### src/rtl/instr_enc_pkg.sv
// Shared definitions for the RV32I program loader: request classes, opcodes,
// fixed funct3 values and immediate range limits.
package instr_enc_pkg;

  typedef enum logic [2:0] {
    OP_R    = 3'd0,
    OP_ADDI = 3'd1,
    OP_LW   = 3'd2,
    OP_SW   = 3'd3,
    OP_BEQ  = 3'd4,
    OP_JAL  = 3'd5,
    OP_JALR = 3'd6,
    OP_LUI  = 3'd7
  } op_e;

  typedef enum logic [1:0] {
    ST_IDLE = 2'd0,
    ST_ENC  = 2'd1,
    ST_WR   = 2'd2
  } state_e;

  typedef struct packed {
    op_e         op;
    logic [2:0]  funct3;
    logic        funct7b5;
    logic [4:0]  rd;
    logic [4:0]  rs1;
    logic [4:0]  rs2;
    logic [31:0] imm;
  } instr_req_t;

  localparam logic [6:0] OPC_R      = 7'b0110011;
  localparam logic [6:0] OPC_IMM    = 7'b0010011;
  localparam logic [6:0] OPC_LOAD   = 7'b0000011;
  localparam logic [6:0] OPC_STORE  = 7'b0100011;
  localparam logic [6:0] OPC_BRANCH = 7'b1100011;
  localparam logic [6:0] OPC_JAL    = 7'b1101111;
  localparam logic [6:0] OPC_JALR   = 7'b1100111;
  localparam logic [6:0] OPC_LUI    = 7'b0110111;

  localparam logic [2:0] F3_ADDI = 3'b000;
  localparam logic [2:0] F3_LW   = 3'b010;
  localparam logic [2:0] F3_SW   = 3'b010;
  localparam logic [2:0] F3_BEQ  = 3'b000;
  localparam logic [2:0] F3_JALR = 3'b000;

  localparam int IMM12_MIN = -2048;
  localparam int IMM12_MAX = 2047;
  localparam int IMM13_MIN = -4096;
  localparam int IMM13_MAX = 4094;
  localparam int IMM21_MIN = -(1 << 20);
  localparam int IMM21_MAX = (1 << 20) - 2;

endpackage

### src/rtl/instr_encode_comb.sv
// Combinational field-to-word RV32I encoder with a legality flag.
// Op class 7 encodes lui only when ENC_UTYPE_EN is defined; otherwise it is illegal.
module instr_encode_comb
  import instr_enc_pkg::*;
(
  input  instr_req_t  req_i,
  output logic [31:0] word_o,
  output logic        legal_o
);

  logic signed [31:0] imm_s;
  logic               in12;
  logic               in13;
  logic               in21;

  assign imm_s = req_i.imm;
  assign in12  = (imm_s >= IMM12_MIN) && (imm_s <= IMM12_MAX);
  assign in13  = (imm_s >= IMM13_MIN) && (imm_s <= IMM13_MAX);
  assign in21  = (imm_s >= IMM21_MIN) && (imm_s <= IMM21_MAX);

  always_comb begin
    word_o  = '0;
    legal_o = 1'b0;
    case (req_i.op)
      OP_R: begin
        word_o  = {1'b0, req_i.funct7b5, 5'b0, req_i.rs2, req_i.rs1,
                   req_i.funct3, req_i.rd, OPC_R};
        legal_o = 1'b1;
      end
      OP_ADDI: begin
        word_o  = {req_i.imm[11:0], req_i.rs1, F3_ADDI, req_i.rd, OPC_IMM};
        legal_o = in12;
      end
      OP_LW: begin
        word_o  = {req_i.imm[11:0], req_i.rs1, F3_LW, req_i.rd, OPC_LOAD};
        legal_o = in12;
      end
      OP_SW: begin
        word_o  = {req_i.imm[11:5], req_i.rs2, req_i.rs1, F3_SW,
                   req_i.imm[4:0], OPC_STORE};
        legal_o = in12;
      end
      OP_BEQ: begin
        // Branch and jump offsets are in halfwords, so bit 0 is never stored.
        word_o  = {req_i.imm[12], req_i.imm[10:5], req_i.rs2, req_i.rs1, F3_BEQ,
                   req_i.imm[4:1], req_i.imm[11], OPC_BRANCH};
        legal_o = in13 && !req_i.imm[0];
      end
      OP_JAL: begin
        word_o  = {req_i.imm[20], req_i.imm[10:1], req_i.imm[11],
                   req_i.imm[19:12], req_i.rd, OPC_JAL};
        legal_o = in21 && !req_i.imm[0];
      end
      OP_JALR: begin
        word_o  = {req_i.imm[11:0], req_i.rs1, F3_JALR, req_i.rd, OPC_JALR};
        legal_o = in12;
      end
      default: begin
`ifdef ENC_UTYPE_EN
        word_o  = {req_i.imm[31:12], req_i.rd, OPC_LUI};
        legal_o = (req_i.imm[11:0] == 12'h000);
`else
        word_o  = '0;
        legal_o = 1'b0;
`endif
      end
    endcase
  end

endmodule

### src/rtl/instr_encoder_loader.sv
// Program loader: accepts field-level instruction requests, encodes them and
// writes them to instruction memory at an auto-incrementing address (lui via ENC_UTYPE_EN).
module instr_encoder_loader
  import instr_enc_pkg::*;
#(
  parameter int          ADDR_W    = 10,
  parameter logic [31:0] BASE_ADDR = 32'h0000_0000
) (
  input  logic              clk_i,
  input  logic              rst_i,
  input  logic              clr_i,
  input  logic              req_valid_i,
  output logic              req_ready_o,
  input  logic [2:0]        op_i,
  input  logic [2:0]        funct3_i,
  input  logic              funct7b5_i,
  input  logic [4:0]        rd_i,
  input  logic [4:0]        rs1_i,
  input  logic [4:0]        rs2_i,
  input  logic [31:0]       imm_i,
  output logic              mem_we_o,
  output logic [31:0]       mem_addr_o,
  output logic [31:0]       mem_wdata_o,
  input  logic              mem_ack_i,
  output logic [ADDR_W:0]   count_o,
  output logic              err_o,
  output logic              wrap_o,
  output state_e            dbg_state_o
);

  // Handshake: a request transfers on a rising edge where req_valid_i and
  // req_ready_o are both high; the memory write completes on an edge where
  // mem_we_o and mem_ack_i are both high, with addr/data held until then.
  state_e            state_q, state_d;
  instr_req_t        req_q, req_d;
  logic [31:0]       wdata_q, wdata_d;
  logic [ADDR_W-1:0] ptr_q, ptr_d;
  logic [ADDR_W:0]   count_q, count_d;
  logic              err_q, err_d;
  logic              wrap_q, wrap_d;
  logic              clr_pend_q, clr_pend_d;
  logic [31:0]       enc_word;
  logic              enc_legal;

  instr_encode_comb u_enc (
    .req_i   (req_q),
    .word_o  (enc_word),
    .legal_o (enc_legal)
  );

  always_comb begin
    state_d    = state_q;
    req_d      = req_q;
    wdata_d    = wdata_q;
    ptr_d      = ptr_q;
    count_d    = count_q;
    err_d      = err_q;
    wrap_d     = 1'b0;
    clr_pend_d = clr_pend_q;
    case (state_q)
      ST_IDLE: begin
        if (clr_i) begin
          ptr_d   = '0;
          count_d = '0;
          err_d   = 1'b0;
        end else if (req_valid_i) begin
          req_d.op       = op_e'(op_i);
          req_d.funct3   = funct3_i;
          req_d.funct7b5 = funct7b5_i;
          req_d.rd       = rd_i;
          req_d.rs1      = rs1_i;
          req_d.rs2      = rs2_i;
          req_d.imm      = imm_i;
          state_d        = ST_ENC;
        end
      end
      ST_ENC: begin
        state_d = ST_IDLE;
        if (clr_i) begin
          ptr_d   = '0;
          count_d = '0;
          err_d   = 1'b0;
        end else if (enc_legal) begin
          wdata_d = enc_word;
          state_d = ST_WR;
        end else begin
          err_d = 1'b1;
        end
      end
      ST_WR: begin
        // A clear during a write must not disturb addr/data, so it waits for the ack.
        if (clr_i) clr_pend_d = 1'b1;
        if (mem_ack_i) begin
          state_d    = ST_IDLE;
          clr_pend_d = 1'b0;
          if (clr_pend_q || clr_i) begin
            ptr_d   = '0;
            count_d = '0;
            err_d   = 1'b0;
          end else begin
            ptr_d  = ptr_q + ADDR_W'(1);
            wrap_d = &ptr_q;
            if (count_q != '1) count_d = count_q + (ADDR_W+1)'(1);
          end
        end
      end
      default: state_d = ST_IDLE;
    endcase
  end

  always_ff @(posedge clk_i or negedge rst_i) begin
    if (!rst_i) begin
      state_q    <= ST_IDLE;
      req_q      <= '0;
      wdata_q    <= '0;
      ptr_q      <= '0;
      count_q    <= '0;
      err_q      <= 1'b0;
      wrap_q     <= 1'b0;
      clr_pend_q <= 1'b0;
    end else begin
      state_q    <= state_d;
      req_q      <= req_d;
      wdata_q    <= wdata_d;
      ptr_q      <= ptr_d;
      count_q    <= count_d;
      err_q      <= err_d;
      wrap_q     <= wrap_d;
      clr_pend_q <= clr_pend_d;
    end
  end

  assign req_ready_o = (state_q == ST_IDLE) && !clr_i;
  assign mem_we_o    = (state_q == ST_WR);
  assign mem_addr_o  = BASE_ADDR + (32'(ptr_q) << 2);
  assign mem_wdata_o = wdata_q;
  assign count_o     = count_q;
  assign err_o       = err_q;
  assign wrap_o      = wrap_q;
  assign dbg_state_o = state_q;

endmodule

### config.mk
export PLATFORM = sky130hd
export DESIGN_NAME = instr_encoder_loader
export DESIGN_NICKNAME = d
export VERILOG_FILES = /design/src/rtl/instr_enc_pkg.sv /design/src/rtl/instr_encode_comb.sv /design/src/rtl/instr_encoder_loader.sv
export SDC_FILE = /design/constraint.sdc
export NUM_CORES = 1
export LEC_CHECK = 0
export ABC_AREA = 1
export ABC_CLOCK_PERIOD_IN_PS = 1900
export BUFFER_PORTS_ARGS = -buffer_cell sky130_fd_sc_hd__buf_4
export CAP_MARGIN = 20
export CORE_UTILIZATION = 45
export DETAILED_ROUTE_END_ITERATION = 8
export PLACE_DENSITY = 0.7
export SYNTH_ARGS = -nofsm -noshare
export SYNTH_HDL_FRONTEND = slang
export SYNTH_SLANG_ARGS = --single-unit
export TNS_END_PERCENT = 100
### constraint.sdc
create_clock -name clk_i -period 1.9 [get_ports clk_i]
set_input_delay 0 -clock clk_i [delete_from_list [all_inputs] [get_ports clk_i]]
set_output_delay 0 -clock clk_i [all_outputs]
set_load 0.02 [all_outputs]
==> results of run 1 <==
==> worst reg2reg max path: cells and delay by family (launching register included) <==
kind	cells	cell delay, ns
and+or+nand+nor	9	0.91
buffers and inverters	3	0.37
AOI/OAI and AO/OA	1	0.05
DFF	1	0.45
==> per-stage QoR <==
stage	setup TNS (ns)	utilization, %	power, µW
6_report	0	66.8	7880
5_1_grt	-1.14	66.8	8300
2_1_floorplan	0	-	4560
3_3_place_gp	0	55.7	5510
3_5_place_dp	0	55.7	5570
4_1_cts	0	63.2	7570
==> per-layer routing <==
metal  routed length, µm  share of wire [%]  up-vias
met5                   0                  0        -
met4                 269                1.8        0
met3                 805                5.4       21
met2                7460                 50      190
met1                6400                 43     2500
li1                    -                  -     2534
==> state kept, by name (all words and copies together), names as in the netlist <==
register     cells
req_q           54
mem_wdata_o     31
count_o         11
ptr_q           10
dbg_state_o      2
clr_pend_q       1
err_o            1
wrap_o           1
==> power groups by stage <==
stage,clock [µW],combinational [µW],sequential (µW)
global route,2020,2880,3410
global placement,0,2210,3300
detailed placement,0,2260,3310
finish,1890,2640,3350
floorplan,0,1000,3560
CTS,1930,2360,3280
==> cells in the mapped netlist, types with 2 or more instances <==
| library cell | n |
|---|---|
| nand2_1 | 224 |
| buf_4 | 23 |
| nand2_4 | 2 |
| nor2_2 | 4 |
| ha_1 | 2 |
| clkbuf_1 | 11 |
| nor3_1 | 10 |
| buf_6 | 2 |
| a31oi_1 | 2 |
| dfrtp_1 | 111 |
| nand3_1 | 21 |
| o21ai_0 | 58 |
| inv_1 | 62 |
| o21ai_1 | 11 |
| nor4_1 | 3 |
| buf_8 | 2 |
| a22oi_1 | 8 |
| o21ai_2 | 3 |
| o22ai_1 | 10 |
| nand2_2 | 2 |
| inv_2 | 6 |
| nand4_1 | 3 |
| clkinv_1 | 3 |
| buf_1 | 2 |
| buf_2 | 2 |
| nor2_1 | 65 |
| a21oi_1 | 16 |
==> worst min path at each step <==
stage               startpoint                          to  slack (ns)
floorplan                rst_i      clr_pend_q$_DFFE_PN0P_       -0.30
global placement         rst_i  mem_wdata_o[1]$_DFFE_PN0P_       -0.01
detailed placement       rst_i  mem_wdata_o[1]$_DFFE_PN0P_      -0.002
CTS                      rst_i  mem_wdata_o[6]$_DFFE_PN0P_        0.18
global route             rst_i  mem_wdata_o[1]$_DFFE_PN0P_        0.21
finish                   rst_i  mem_wdata_o[1]$_DFFE_PN0P_        0.16
==> timing repair <==
action	in CTS	in global routing
hold buffers	57	0
buffers inserted	0	10
resized for setup	0	85
setup endpoints to repair	0	37
endpoints found under the hold margin	90	0
==> cell type report <==
type,instances,area [µm²]
tap,143,179
clock inverter,3,43.8
clock buffer,11,253
timing repair buffer,210,1850
multi-input combinational,480,2340
fill,906,3840
sequential,111,2780
inverter,71,270
==> cells by family after synthesis <==
| logic type | share of synthesized area, % |
|---|---|
| adders and majority gates | 0.463 |
| and+or+nand+nor | 25.7 |
| AOI/OAI and AO/OA | 11.8 |
| buffers and inverters | 10.2 |
| xor gates and xnor gates | 0.162 |
| other | 0.0694 |
| DFF | 51.4 |
| muxes | 0.185 |
==> parameters.txt, run 1 <==
Parameter                              Value

GRT
  Met2 Use GR ... just under 40%
  Busiest grt layer ... met2
  Met3 usage in global routing ... 2.83%
  Grt ovf ... 0
  Antenna violations before repair ... 0
  Largest net degree at the start of global routing ... 65
  First-pass GRT wire length ... about 23,000 µm
  Global-route total usage across every layer ... around a quarter
  Via count of the first global-routing pass ... between 4,000 and 5,000
  Met1 usage in global routing ... between 30% and 40%

Clock tree
  TritonCTS clock tree ... built
  Total CTS buffers ... 9
  Root Buffer ... clkbuf_16
  Total number of H-tree levels ... 3
  Clock slew seen by the registers of the worst setup and hold paths ... 0.07 ns
  CTS sink count ... about 110
  Later-pin clock latency in the skew report ... 0.34 ns
  Clock Tree Buf Depth ... 2

Worst setup path
  Data required time of the critical path ... approximately 2.1 ns
  Timing endpoint of the critical path ... mem_wdata_o[9]$_DFFE_PN0P_
  Crit start category ... flop
  Critical path buffer and inverter count ... 3
  Cell depth of the worst setup path ... 13
  Critical Path End Type ... flop
  RR Endpoint ... mem_wdata_o[9]$_DFFE_PN0P_
  Cell family with the largest share of critical-path delay ... simple AND/OR/NAND/NOR gates
  Flop2flop setup slack ... 0.02 ns
  Launch point of the critical path ... req_q[52]$_DFFE_PN0P_
  Crit-path max cell delay ... ~0.45 ns
  Signal arrival time at the worst endpoint ... approximately 2.1 ns
  Critical-path cell with the highest stage delay ... dfrtp_2
  Type of the worst setup path ... flop to flop
  Worst r2r path cells ... 13
  Cells along the critical path ... nor2_4 -> inv_2 -> nor2_2 -> inv_2 -> nor2_1 -> nand2_1 -> nand2_1 -> nand2_2 -> nand2_4 -> nand2_8 -> clkbuf_16 -> nand2_4 -> o21ai_2
  Worst r2r src ... req_q[52]$_DFFE_PN0P_
  Worst Path Max Fanout ... 5

Layout
  Number of nets at the end of the flow ... 944
  Layout Cells excl Fill ... around 1,000
  Number of inserted diodes ... 0
  Fraction of final layout cells sized beyond drive strength 1 ... a little under 30%
  Syn-to-layout area delta ... 43.0%
  Most common library cell in the layout ignoring fill and taps ... nand2_1
  Commonest cells after routing, fill and taps aside ... nand2_1 (192), buf_4 (142), dfrtp_1 (106), dlygate4sd3_1 (57), nor2_1 (55)
  Final Cell Area ... ~7700 µm²

Routing
  1st-iter DRT viols ... roughly 500
  Routed WL per cell ... 14.5 µm
  Number of routed nets with antenna violations ... 0
  Detailed-route via count ... approximately 5,200
  Detailed Routing Iterations Pass 1 ... 9
  Vias per std cell ... 5.10
  Post-route DRC violation count ... 12
  WL final ... approximately 15,000 µm

Pwr
  Total net switching power ... 2770 µW
  Lkg Pwr ... roughly 0.0038 µW
  Pint ... a little over 5000 µW
  Largest voltage drop on the vdd net ... ~0.00057 V
  Share of power burned in the clock network ... around a quarter
  Combinational Power Share ... around a third
  Switching part of the total ... a little over a third
  Sequential share of power ... a little over two fifths
  PwrDens ... 1020 nW/µm²

Yosys
  Cell count after synthesis ... 682
  Count of cell types in the netlist ... 41
  Top_reg_cell synth ... dfrtp_1
  Count of flip-flops with a built-in enable after synthesis ... 0
  Flop and latch count out of synthesis ... ~110
  Async S/R FF share, synth ... 100%
  Warnings, synthesis ... 0
  Cell type contributing the most total cell area after synthesis ... dfrtp_1
  Share of Yosys cell area claimed by the top area cell type ... about half
  Sequential-to-total area share from yosys stat ... 51.4%
  Total standard cell area after synthesis ... roughly 5400 µm²
  Leading cell types by total area after synthesis ... dfrtp_1 (51%), nand2_1 (16%), o21ai_0 (5.4%)
  Syn avg cell area ... ~7.9 µm²

Placement
  GPL Wtd Cong ... approximately 0.93
  Detail Placement HPWL ... just under 10,000 µm
  Total placed cells including tap cells ... 940
  Total cell area at the placement stage ... 6450 µm²
  Port buffer count ... 117
  Post-placement setup slack ... roughly 0.047 ns

Timing
  Unrepaired setup endpoints after global routing ... yes
  Hold Vio Cnt, Final ... 0
  Post-route clock period utilization ... ~99%
  Min cycle time layout ... 1.88 ns
  Maximum operating frequency ... about 530 MHz
  Number of setup violations in the final report ... 0
  Final WS setup ... between 0.015 and 0.02 ns
  Final count of pins violating max slew ... 0
  Smallest hold slack ... between 0.15 and 0.2 ns
  Post-route clock skew ... about 0.0091 ns

Status
  Result of the run ... finished with violations
  Violated checks ... design-rule violations

Floorplan
  Top-Level Pins ... 140
  Core footprint ... 11,600 µm²
  Die span in x ... approximately 110 µm
  Overall die height ... approximately 110 µm
  Initial cell density of the core ... about 47%
  Die area ... between 10,000 and 15,000 µm²
  Number of core rows ... 39

Worst hold path
  Class of the most critical hold timing path ... input port to async pin

Flow run
  Number of max-capacitance violations reported ... 0
Note: power is estimated with default switching activity, not from simulation.
==> run 2, diff against run 1 <==
Settings changed: ABC_AREA 1 to unset, CAP_MARGIN 20 to unset.
==> run 2 against run 1 <==
The flow finishes with violations (negative setup slack). Clock-buffer cell count is the same. Non-clock buffer count grew 16. Final cell count shrank 20%. Clock skew shrank 0.0046 ns. Hold slack lost 0.091 ns. Critical endpoint is now mem_wdata_o[18]$_DFFE_PN0P_. Largest cell class unchanged. Highest routed layer unchanged.
==> parameters.txt, run 2 <==
Parameter                              Value

Status
  Result of the run ... finished with violations
  Violated checks ... negative setup slack

Yosys
  Cell type contributing the most total cell area after synthesis ... dfrtp_1
  Sequential-to-total area share from yosys stat ... between 50% and 60%
  Main combinational cell family by area after synthesis ... multiplexers
  Async S/R FF share, synth ... 100%
  Count of cell types in the netlist ... 55
  Share of Yosys cell area claimed by the top area cell type ... approximately 52%
  Post-synth top cells ... dfrtp_1 (111), mux2_2 (54), nand2_1 (43)
  Library cell with the highest instance count after synthesis ... dfrtp_1
  Warnings, synthesis ... 0
  Fraction of the mapped netlist area in compound gates ... under 10%
  Total standard cell area after synthesis ... between 5000 and 6000 µm²
  Top_reg_cell synth ... dfrtp_1
  Syn avg cell area ... around 12 µm²
  Count of flip-flops with a built-in enable after synthesis ... 0
  Portion of netlist area occupied by mux cells ... 18.5%
  Cell count after synthesis ... around 460
  Xor/xnor cell area share of the yosys netlist ... around 1.3%
  Leading cell types by total area after synthesis ... dfrtp_1 (52%), mux2_2 (11%), mux2_4 (5.7%)
  Post-synthesis simple-gate area fraction ... roughly 12%
  Adder-cell share of the synthesized area ... less than 1%
  Flop and latch count out of synthesis ... ~110

Timing
  Smallest hold slack ... about 0.066 ns
  Number of setup violations in the final report ... 33
  Post-route clock period utilization ... 120%
  Hold Vio Cnt, Final ... 0
  Maximum operating frequency ... between 400 and 500 MHz
  Max-slew headroom ... approximately two thirds
  Slew at the pin closest to its max-slew limit ... just over 0.5 ns
  Post-route clock skew ... approximately 0.0045 ns
  Final WS setup ... -0.377 ns
  Unrepaired setup endpoints after global routing ... yes
  Min cycle time layout ... roughly 2.3 ns
  Final count of pins violating max slew ... 0

Routing
  Detailed Routing Iterations Pass 1 ... 4
  Post-route DRC violation count ... 0
  Routed WL per cell ... between 15 and 20 µm
  Number of routed nets with antenna violations ... 0
  WL final ... 13,200 µm
  Detailed-route via count ... just over 4,000
  1st-iter DRT viols ... ~220
  Vias per std cell ... 5.08

Worst setup path
  Signal arrival time at the worst endpoint ... between 2 and 3 ns
  Data required time of the critical path ... 2.13 ns
  Worst r2r path cells ... 7
  Type of the worst setup path ... flop to flop
  Crit start category ... flop
  Worst Path Max Fanout ... 10
  Critical Path End Type ... flop
  Flop2flop setup slack ... -0.38 ns

Pwr
  Lkg Pwr ... around 0.0035 µW
  Largest voltage drop on the vdd net ... 0.000512 V
  PwrDens ... 1030 nW/µm²

Floorplan
  Core footprint ... 11,500 µm²
  Number of core rows ... 39
  Die area ... 12,200 µm²
  Top-Level Pins ... 140
  Overall die height ... 111 µm
  Initial cell density of the core ... a little under half
  Die span in x ... 111 µm

Layout
  Number of fill cells in the layout ... around 860
  Most common library cell in the layout ignoring fill and taps ... buf_4
  Commonest cells after routing, fill and taps aside ... buf_4 (163), dfrtp_1 (107), dlygate4sd3_1 (56), mux2_2 (51), nand2_1 (42)
  Biggest register ... req_q
  Syn-to-layout area delta ... 42.7%
  Number of nets at the end of the flow ... 733
  Number of inserted diodes ... 0
  Layout Cells excl Fill ... 819
  Fraction of final layout cells sized beyond drive strength 1 ... roughly 41%
  Number of flip-flops under the largest register name ... 54

Placement
  GPL Wtd Cong ... between 0.8 and 0.9
  Total placed cells including tap cells ... approximately 740
  Detail Placement HPWL ... between 9000 and 10,000 µm
  Port buffer count ... 117

Clock tree
  TritonCTS clock tree ... built
  CTS sink count ... between 100 and 150
  Clock slew seen by the registers of the worst setup and hold paths ... about 0.070 ns
  Root Buffer ... clkbuf_16
  Later-pin clock latency in the skew report ... roughly 0.35 ns
  Clock Tree Buf Depth ... 2
  Total number of H-tree levels ... 3
  Total CTS buffers ... 9

GRT
  First-pass GRT wire length ... 21,400 µm
  Grt ovf ... 0
  Global-route total usage across every layer ... 22.0%
  Via count of the first global-routing pass ... 4,383
  Antenna violations before repair ... 0
  Largest net degree at the start of global routing ... 47

Worst hold path
  Cell depth of the worst min-delay path ... 4
  Class of the most critical hold timing path ... input port to flop

Flow run
  Number of max-capacitance violations reported ... 0
-- run 2: cell count changes after synthesis, sizes merged, moves of 5 or more --
cell,change
mux2,+74
o21ai,-36
a21oi,-5
nor2,-51
nand2,-185
or2b,+6
nand3,-12
inv,-55
a22oi,-8
o22ai,-9
and3,+5
nand4,+7
mux2i,+6
a22o,+8
-- run 2: per-layer routing --
metal | wire length, µm | vias up | global-route usage, %
met1 | 5660 | 2040 | 27.7
met3 | 527 | 15 | 5.10
li1 | - | 1987 | -
met4 | 162 | 0 | 5.60
met5 | 0 | - | 0
met2 | 6800 | 117 | 38.0
-- run 2: cell families after synthesis --
kind of cell             Yosys count
adder cells (fa/ha/maj)            2
AND/OR/NAND/NOR                  125
flip-flops                       111
other                              1
buffers and inverters             56
AO/OA/AOI/OAI                     73
multiplexers                      81
XOR/XNOR                           8
-- run 2: layout make-up --
| class | instances | area [µm²] | area share, % |
|---|---|---|---|
| Clock inverter | 4 | 70.1 | 0.926 |
| Sequential cell | 111 | 2780 | 36.8 |
| Clock buffer | 11 | 243 | 3.21 |
| Timing Repair Buffer | 226 | 1920 | 25.4 |
| Tap cell | 143 | 179 | 2.36 |
| Inverter | 13 | 48.8 | 0.645 |
| Multi-Input combinational cell | 311 | 2320 | 30.7 |
-- run 2: what timing repair did --
item                                    in CTS  in global routing
hold buffers                                56                  0
pin swaps                                    0                  2
gates cloned                                 1                  0
endpoints found under the setup margin      33                 34
resized for setup                            9                  8
endpoints found under the hold margin       89                  0
setup buffers                                1                  4
-- run 2: per-stage QoR --
step	util [%]	setup WS (ns)	TNS, ns	total power [µW]	instance area [µm²]
finish	66.0	-0.377	-10.94	7780	7570
global route	66.0	-0.459	-13.65	8180	7570
CTS	65.4	-0.374	-10.89	7820	7500
detailed placement	57.3	-0.378	-10.50	5660	6570
global placement	57.3	-0.333	-9.14	5580	6570
floorplan	-	-0.360	-11.69	4620	5410
-- run 2: report_power, final --
part,switching (µW),internal [µW]
logic,1170,1320
clock network,828,1180
registers,392,2880
-- run 2: critical path, stage by stage, from the launching register on --
cell and delay [ns]:
dfrtp_2 0.40, or3b_4 0.43, nor4_4 0.19, o211ai_1 0.11, a2111o_1 0.41, nand3_4 0.14
buf_12 0.17, mux2_4 0.31
-- run 2: worst paths after layout --
path	from	endpoint
max	dbg_state_o[1]$_DFFE_PN0P_	mem_wdata_o[18]$_DFFE_PN0P_
min	clr_i	clr_pend_q$_DFFE_PN0P_
min reg2reg	req_q[9]$_DFFE_PN0P_	req_q[9]$_DFFE_PN0P_
min in group asynchronous	rst_i	ptr_q[2]$_DFFE_PN0P_
max in group asynchronous	rst_i	count_o[0]$_DFFE_PN0P_
max reg2reg	dbg_state_o[1]$_DFFE_PN0P_	mem_wdata_o[18]$_DFFE_PN0P_
==> run 3, diff against run 2 <==
Settings changed: ABC_CLOCK_PERIOD_IN_PS 1900 to 2200.
Clock period 1.9 ns to 2.2 ns, I/O delays scaled along.
==> run 3 against run 2 <==
Utilization shrank 2.6 points. Fmax up 0.41%. Register-to-register slack better by 0.31 ns. Critical path depth unchanged. Wire length decreased by 4.8%. Sequential power fell by 14%. The flow still finishes with violations (negative setup slack). Largest power group unchanged.
==> parameters.txt, run 3 (synthesis gave the netlist of run 2 again) <==
Parameter                              Value

Timing
  Maximum operating frequency ... about 440 MHz
  Final WS setup ... -0.0675 ns
  Min cycle time layout ... roughly 2.3 ns
  Post-route clock skew ... 0.0117 ns
  Number of setup violations in the final report ... 23
  Slew at the pin closest to its max-slew limit ... 0.666 ns
  Unrepaired setup endpoints after global routing ... yes
  Max-slew headroom ... between 50% and 60%
  Hold Vio Cnt, Final ... 0
  Final count of pins violating max slew ... 0
  Post-route clock period utilization ... 103%

Worst setup path
  Critical Path End Type ... flop
  Data required time of the critical path ... between 2 and 2.5 ns
  Crit start category ... flop
  Type of the worst setup path ... flop to flop
  Signal arrival time at the worst endpoint ... around 2.5 ns
  Worst Path Max Fanout ... 15

GRT
  Global-route total usage across every layer ... a little over a fifth
  Via count of the first global-routing pass ... 4,157
  Grt ovf ... 0
  Largest net degree at the start of global routing ... between 50 and 60
  Antenna violations before repair ... 0
  First-pass GRT wire length ... between 20,000 and 25,000 µm

Layout
  Number of inserted diodes ... 0
  Layout Cells excl Fill ... 794
  Final Core Density ... 63.4%
  Number of flip-flops under the largest register name ... 54
  Syn-to-layout area delta ... 37.2%
  Final Cell Area ... a little over 7000 µm²
  Number of nets at the end of the flow ... 707
  Commonest cells after routing, fill and taps aside ... buf_4 (138), dfrtp_1 (109), dlygate4sd3_1 (58), mux2_2 (51), nand2_1 (43)
  Biggest register ... req_q
  Most common library cell in the layout ignoring fill and taps ... buf_4
  Number of fill cells in the layout ... approximately 860
  Fraction of final layout cells sized beyond drive strength 1 ... 37.2%

Routing
  1st-iter DRT viols ... between 200 and 250
  Routed WL per cell ... between 15 and 20 µm
  WL final ... 12,500 µm
  Detailed Routing Iterations Pass 1 ... 4
  Post-route DRC violation count ... 0
  Vias per std cell ... 5.17
  Number of routed nets with antenna violations ... 0
  Detailed-route via count ... just over 4,000

Clock tree
  TritonCTS clock tree ... built
  Clock slew seen by the registers of the worst setup and hold paths ... about 0.070 ns
  Total number of H-tree levels ... 3
  Later-pin clock latency in the skew report ... about 0.35 ns
  CTS sink count ... about 110
  Root Buffer ... clkbuf_16
  Total CTS buffers ... 9
  Clock Tree Buf Depth ... 2

Floorplan
  Core footprint ... between 10,000 and 15,000 µm²
  Initial cell density of the core ... between 40% and 50%
  Die span in x ... 111 µm
  Top-Level Pins ... between 100 and 150
  Number of core rows ... 39
  Die area ... approximately 12,000 µm²
  Overall die height ... about 110 µm

Worst hold path
  Class of the most critical hold timing path ... input port to flop

Placement
  Post-placement setup slack ... -0.0724 ns
  Total cell area at the placement stage ... roughly 6400 µm²
  Total placed cells including tap cells ... ~720
  Port buffer count ... 117
  Detail Placement HPWL ... around 8600 µm
  GPL Wtd Cong ... 0.841

Pwr
  Final total power ... 6460 µW
  PwrDens ... a little under 900 nW/µm²
  Lkg Pwr ... 0.00339 µW
  Largest voltage drop on the vdd net ... slightly below 0.0005 V

Status
  Result of the run ... finished with violations
  Violated checks ... negative setup slack

Flow run
  Number of max-capacitance violations reported ... 0
## run 3: per-stage QoR
stage	setup TNS, ns	hold WS [ns]
final	-1.04	0.0705
after global routing	-3.21	0.0739
after global placement	-0.389	0.0731
after floorplan	-1.21	-0.296
after CTS	-1.36	0.0594
after detailed placement	-1.23	0.0826
## run 3: final cells by class
class	count	area, µm²	share of cell area [%]
Clock buffer	11	253	3.47
Clock inverter	5	38.8	0.533
Timing Repair Buffer	200	1700	23.3
Sequential cell	111	2780	38.2
Multi-Input combinational cell	311	2280	31.3
Tap cell	143	179	2.46
Inverter	13	48.8	0.671
## run 3: timing repair
action	CTS	global route
gates resized for setup	3	1
hold endpoints to repair	105	0
hold buffers	58	0
setup endpoints to repair	23	29
buffers inserted	1	0
## run 3: worst paths after layout
path / start / end / slack (ns) / cells past startpoint
worst max-delay path: dbg_state_o[1]$_DFFE_PN0P_ / mem_wdata_o[23]$_DFFE_PN0P_ / -0.07 / 7
worst min-delay path: clr_i / err_o$_DFFE_PN0P_ / 0.07 / 3
worst max register to register: dbg_state_o[1]$_DFFE_PN0P_ / mem_wdata_o[23]$_DFFE_PN0P_ / -0.07 / 7
worst min register to register: mem_wdata_o[1]$_DFFE_PN0P_ / mem_wdata_o[1]$_DFFE_PN0P_ / 0.50 / 1
max in group asynchronous: rst_i / req_q[18]$_DFFE_PN0P_ / 1.27 / 3
min in group asynchronous: rst_i / ptr_q[4]$_DFFE_PN0P_ / 0.23 / 2
## run 3: where the power goes
| part | switching [µW] | internal, µW | total, µW | leakage [µW] |
|---|---|---|---|---|
| Clock | 757 | 840 | 1600 | 0.000143 |
| Sequential | 331 | 2490 | 2820 | 0.00138 |
| Combinational | 981 | 1070 | 2050 | 0.00187 |
| Total | 2070 | 4400 | 6460 | 0.00339 |
## run 3: per-layer routing
metal | GRT usage, % | vias to the layer above | wire length (µm)
li1 | - | 1938 | -
met1 | 27.8 | 2025 | 5420
met2 | 35.7 | 128 | 6340
met3 | 4.12 | 15 | 575
met4 | 7.02 | 0 | 184
met5 | 0 | - | 0
## run 3: worst max-delay path, stage by stage (launching register included)
cell      delay, ns
dfrtp_2        0.40
or3b_4         0.43
nor4_4         0.18
o211ai_1       0.11
a2111o_1       0.42
nand3_4        0.11
buf_12         0.18
mux2_4         0.31
